$ cat src/rtl/ula_sequencial.sv
// Sequential 8-bit ALU: add, subtract, multiply by repeated addition and
// divide by repeated subtraction. A three-state FSM (IDLE/CALC/FIM) latches
// the operands when start is accepted, iterates in CALC and pulses done in FIM.
//
// state | meaning
// IDLE  | waiting for start; outputs hold the last result
// CALC  | operation in progress (one or more cycles)
// FIM   | result valid, done pulses for exactly one cycle
module ula_sequencial (
  input  logic        clk,
  input  logic        rst,
  input  logic        start,
  input  logic [1:0]  op,
  input  logic [7:0]  a,
  input  logic [7:0]  b,
  output logic        busy,
  output logic        done,
  output logic [15:0] resultado,
  output logic [7:0]  resto,
  output logic        div_zero
);

  typedef enum logic [1:0] {
    IDLE = 2'd0,
    CALC = 2'd1,
    FIM  = 2'd2
  } state_t;

  localparam logic [1:0] OP_ADD = 2'b00;
  localparam logic [1:0] OP_SUB = 2'b01;
  localparam logic [1:0] OP_MUL = 2'b10;
  localparam logic [1:0] OP_DIV = 2'b11;

  state_t      state;
  state_t      state_next;

  // operands captured on the accepting edge so later input changes are inert
  logic [1:0]  op_r;
  logic [7:0]  a_r;
  logic [7:0]  b_r;

  // iteration registers
  logic [15:0] acc;
  logic [7:0]  cnt;
  logic [7:0]  rem;
  logic [7:0]  quo;

  logic        accept;
  logic        calc_done;
  logic [15:0] acc_sum;
  logic        rem_ge_b;

  assign accept   = (state == IDLE) && start;
  assign acc_sum  = acc + {8'h00, a_r};
  assign rem_ge_b = (rem >= b_r);

  // CALC exit condition: evaluated on the values held during this CALC cycle
  always_comb begin
    calc_done = 1'b0;
    case (op_r)
      OP_ADD: calc_done = 1'b1;
      OP_SUB: calc_done = 1'b1;
      // counter at 1 reaches 0 after this update; 0 means b was 0 (single cycle)
      OP_MUL: calc_done = (cnt <= 8'd1);
      OP_DIV: calc_done = (b_r == 8'h00) || !rem_ge_b;
      default: calc_done = 1'b1;
    endcase
  end

  // state register
  always_ff @(posedge clk or posedge rst) begin
    if (rst) begin
      state <= IDLE;
    end else begin
      state <= state_next;
    end
  end

  // next-state logic
  always_comb begin
    state_next = state;
    case (state)
      IDLE: if (start) state_next = CALC;
      CALC: if (calc_done) state_next = FIM;
      FIM:  state_next = IDLE;
      default: state_next = IDLE;
    endcase
  end

  // FSM outputs decoded from state only
  always_comb begin
    busy = 1'b0;
    done = 1'b0;
    case (state)
      IDLE: begin
        busy = 1'b0;
        done = 1'b0;
      end
      CALC: begin
        busy = 1'b1;
        done = 1'b0;
      end
      FIM: begin
        busy = 1'b1;
        done = 1'b1;
      end
      default: begin
        busy = 1'b0;
        done = 1'b0;
      end
    endcase
  end

  // operand capture on accept
  always_ff @(posedge clk or posedge rst) begin
    if (rst) begin
      op_r <= OP_ADD;
      a_r  <= 8'h00;
      b_r  <= 8'h00;
    end else if (accept) begin
      op_r <= op;
      a_r  <= a;
      b_r  <= b;
    end
  end

  // multiply/divide iteration registers
  always_ff @(posedge clk or posedge rst) begin
    if (rst) begin
      acc <= 16'h0000;
      cnt <= 8'h00;
      rem <= 8'h00;
      quo <= 8'h00;
    end else if (accept) begin
      acc <= 16'h0000;
      cnt <= b;
      rem <= a;
      quo <= 8'h00;
    end else if (state == CALC) begin
      case (op_r)
        OP_MUL: begin
          if (cnt != 8'h00) begin
            acc <= acc_sum;
            cnt <= cnt - 8'd1;
          end
        end
        OP_DIV: begin
          if ((b_r != 8'h00) && rem_ge_b) begin
            rem <= rem - b_r;
            quo <= quo + 8'd1;
          end
        end
        default: begin
          acc <= acc;
        end
      endcase
    end
  end

  // result registers: cleared on accept, written on the final CALC cycle, then held
  always_ff @(posedge clk or posedge rst) begin
    if (rst) begin
      resultado <= 16'h0000;
      resto     <= 8'h00;
      div_zero  <= 1'b0;
    end else if (accept) begin
      resultado <= 16'h0000;
      resto     <= 8'h00;
      div_zero  <= 1'b0;
    end else if (state == CALC) begin
      case (op_r)
        OP_ADD: resultado <= {8'h00, a_r} + {8'h00, b_r};
        OP_SUB: resultado <= {8'h00, a_r} - {8'h00, b_r};
        OP_MUL: begin
          // b=0 leaves resultado at the cleared value of 0
          if (cnt == 8'd1) begin
            resultado <= acc_sum;
          end
        end
        OP_DIV: begin
          if (b_r == 8'h00) begin
            resto    <= a_r;
            div_zero <= 1'b1;
          end else if (!rem_ge_b) begin
            resultado <= {8'h00, quo};
            resto     <= rem;
          end
        end
        default: resultado <= resultado;
      endcase
    end
  end

endmodule

$ cat config.mk
export PLATFORM = sky130hd
export DESIGN_NAME = ula_sequencial
export DESIGN_NICKNAME = d
export VERILOG_FILES = /design/src/rtl/ula_sequencial.sv
export SDC_FILE = /design/constraint.sdc
export NUM_CORES = 1
export LEC_CHECK = 0
export ABC_CLOCK_PERIOD_IN_PS = 3200
export BUFFER_PORTS_ARGS = -buffer_cell sky130_fd_sc_hd__buf_2
export CORE_UTILIZATION = 61
export DETAILED_ROUTE_END_ITERATION = 10
export PLACE_DENSITY_LB_ADDON = 0.15
export SLEW_MARGIN = 10
export SYNTH_ARGS = -nofsm -noshare
export SYNTH_HDL_FRONTEND = slang
export SYNTH_SLANG_ARGS = --single-unit
$ cat constraint.sdc
create_clock -name clk -period 3.2 [get_ports clk]
set_input_delay 0.32 -clock clk [delete_from_list [all_inputs] [get_ports clk]]
set_output_delay 0.32 -clock clk [all_outputs]
set_load 0.01 [all_outputs]
==> results.yml <==
routing:
  drtAntennaViolNets: 0
  avgViaCountPerCell: 6.48
  routed_wl_mm: 15.0
  detail_route.first_pass.iterations: 5
  drt-wirelength-per-cell_um: 19.0
  vias: 5116
  drc_errors: 0
  drt_iter0_markers: 290
worst_setup_path:
  required_ps: 3460
  timing.critical_path.max_delay_family: "compound AO/OA/AOI/OAI gates"
  cp_slowest_cell: "dfrtp_1"
  endpoint_kind: "flop"
  path_cells: "ha_1, fa_1, nand2b_1, a21oi_1, o21a_2, o21ai_2, o31ai_1, mux2_2"
  cp_max_fo: 18
  cp.arrival_ps: 3130
  regToRegSetupSlack_ps: 330
  cp.buffers_inverters: 0
  critPathMaxStageDelay_ps: 440
  start_kind: "flop"
  path_class: "reg2reg"
clocking:
  clk_path_buf_depth: 2
  clock_latency_ps: 370
  cts_setup_buffers: 0
  cts_resized: 0
  cts_max_level: 3
  cts_tree: "built"
  root_buffer: "clkbuf_8"
  numClockSinks: 85
  cts.clk_slew.worst_paths_ps: 90
  numCtsBuffers: 9
place:
  io_buffers: 47
  place_hpwl_mm: 11.0
  place.gp.congestion: 0.994
logic_synthesis:
  synth_cell_types: 65
  yosysTopAreaCell: "dfrtp_1"
  synth_common_cells: "dfrtp_1, nand2_1, nor2_1, o21ai_0, a21oi_1"
  yosysWarnings: 0
  synth_most_common_cell: "dfrtp_1"
  synth_enable_flop_cells: 0
  ys_seq_area_share_pct: 37.4
  synth-seq-cells: 85
  synth_area_leaders: "dfrtp_1, ha_1, nand2_1, o21ai_0, a21oi_1"
  synth_area_um2: 5690
  synth_area_per_cell_um2: 8.91
  synth_top_area_share_pct: 37.4
  synth_fp_nets: 703
  synth_ff_type: "dfrtp_1"
  async_flop_share_pct: 100
  syn_inst: 639
power:
  p_leak_nw: 2.88
  cellPowerDensity_nw_per_um2: 1100
  ir_drop_v: 0.000539
sta:
  drv_slew: 0
  min_period_ps: 2870
  worst_pin_slew_ps: 1020
  fmax_ghz: 0.348
  holdWs_ps: 158
  skew_ps: 15.0
  rsz0062_at_grt: "no"
  setup_viol: 0
  setup_tns_ps: 0
  period_share_pct: 89.7
  relSlewSlack_pct: 32.1
  hold_viol: 0
grt:
  grt_pass1_vias: 4790
  grtUsageTotal_pct: 32.4
  antenna_found_initial: 0
  grt_pass1_wl_mm: 24.4
  grt-ovfl-total: 0
  grt_max_degree: 45
final_layout:
  nets: 740
  syn_to_final_growth_pct: 9.52
  drive_gt1_share_pct: 13.8
  antenna_cells: 0
  fillers: 728
run:
  drv_cap: 0
die:
  die_h_um: 98.6
  dieArea_um2: 9720
  start_util_pct: 64.0
  rows: 34
  core_area_um2: 8890
  die_w_um: 98.6
  ios: 48
run_status:
  status: "complete, no violations"
min_path:
  hold_path.class: "in2reg"
## final cells by class
| type | instances | area, um2 | share of cell area [%] |
|---|---|---|---|
| Multi-Input combinational cell | 493 | 3320 | 53.2 |
| Sequential cell | 85 | 2130 | 34.1 |
| Timing Repair Buffer | 59 | 340 | 5.46 |
| Clock buffer | 12 | 135 | 2.17 |
| Tap cell | 108 | 135 | 2.17 |
| Inverter | 28 | 106 | 1.71 |
| Clock inverter | 4 | 72.6 | 1.16 |
## layer usage
| metal | GRT usage (%) | vias to the layer above | routed length, um |
|---|---|---|---|
| li1 | - | 2400 | - |
| met1 | 43.2 | 2488 | 6400 |
| met3 | 5.39 | 21 | 1000 |
| met2 | 53.5 | 207 | 7290 |
| met4 | 12.1 | 0 | 288 |
| met5 | 0 | - | 0 |
## worst paths after layout
| check | startpoint | endpoint | depth (start not counted) |
|---|---|---|---|
| worst min-delay path | a[6] | a_r[6]$_DFFE_PP0P_ | 3 |
| max in group asynchronous | rst | cnt[1]$_DFFE_PP0P_ | 4 |
| worst max register to register | b_r[0]$_DFFE_PP0P_ | state[0]$_DFFE_PP0P_ | 8 |
| worst min register to register | resultado[15]$_DFFE_PP0P_ | resultado[15]$_DFFE_PP0P_ | 1 |
| min in group asynchronous | rst | b_r[2]$_DFFE_PP0P_ | 3 |
| worst max-delay path | b_r[0]$_DFFE_PP0P_ | state[0]$_DFFE_PP0P_ | 8 |
## where the power goes
part / internal (W) / leakage (nW) / total [W] / switching [W]
sequential: 0.00146 / 1.11 / 0.00187 / 0.000410
combinational: 0.00163 / 1.66 / 0.00416 / 0.00253
clock: 0.000440 / 0.101 / 0.000828 / 0.000389
total: 0.00353 / 2.88 / 0.00686 / 0.00333
## flip-flops by register name (all words and copies together) (netlist names)
| signal | count |
|---|---|
| acc | 16 |
| resultado | 16 |
| a_r | 8 |
| b_r | 8 |
| cnt | 8 |
| quo | 8 |
| rem | 8 |
| resto | 8 |
| op_r | 2 |
| state | 2 |
| div_zero | 1 |
## stage by stage
stage | power (W) | utilization [%] | setup WS [ps] | area [um2] | instances
after floorplan | 0.00486 | - | 687 | 5690 | 639
after global placement | 0.00577 | 67.7 | 488 | 6020 | 772
after detailed placement | 0.00592 | 67.7 | 393 | 6020 | 772
after CTS | 0.00679 | 70.1 | 367 | 6230 | 789
after global routing | 0.00738 | 70.1 | 174 | 6230 | 789
final | 0.00686 | 70.1 | 329 | 6230 | 789
## repair_timing
action,4_1_cts,5_1_grt
endpoints found under the setup margin,0,0
hold endpoints to repair,27,0
hold buffers,1,0
## logic make-up (layout without fill, tap and decap cells)
| family | after synthesis | in the layout | synth area share (%) |
|---|---|---|---|
| AOI/OAI and AO/OA | 187 | 187 | 22.4 |
| DFF | 85 | 85 | 37.4 |
| muxes | 11 | 11 | 2.02 |
| adders and majority gates | 43 | 43 | 9.98 |
| and+or+nand+nor | 227 | 227 | 20.0 |
| buffers and inverters | 61 | 103 | 4.37 |
| xor gates and xnor gates | 25 | 25 | 3.85 |
## cell usage in the layout, fill, tap and decap left out, types with 4 or more instances in the layout
master     synthesis  layout
buf_2             10      47
dfrtp_1           85      85
o2bb2ai_1          6       6
xor2_1            15      15
o21a_1             9       9
nor2b_1            7       7
o21ai_0           46      46
a31oi_1            4       4
nand2_1           71      71
and3_1             6       6
and2_1             7       6
fa_1               4       4
inv_1             26      25
ha_1              39      39
clkbuf_8           0       9
a21o_1             8       8
o31ai_1            7       7
a211oi_1           6       6
a22o_1             5       5
xnor2_1           10      10
buf_4              2      10
a21oi_1           40      40
or4_1              5       5
nor2_1            46      46
mux2i_1            7       7
a32o_1             6       6
nand3_1           29      29
mux2_2             4       4
nor3_1            14      14
nand2b_1          10      10
nand4_1            7       7
or3_1              8       8
a311oi_1           8       8
o211ai_1          10      10
## worst reg2reg max path: stages (launching register included)
cell and delay, ps:
dfrtp_1 440, ha_1 260, fa_1 390, nand2b_1 170, a21oi_1 270, o21a_2 300, o21ai_2 250, o31ai_1 320
mux2_2 360
(Power assumes the default switching activity.)
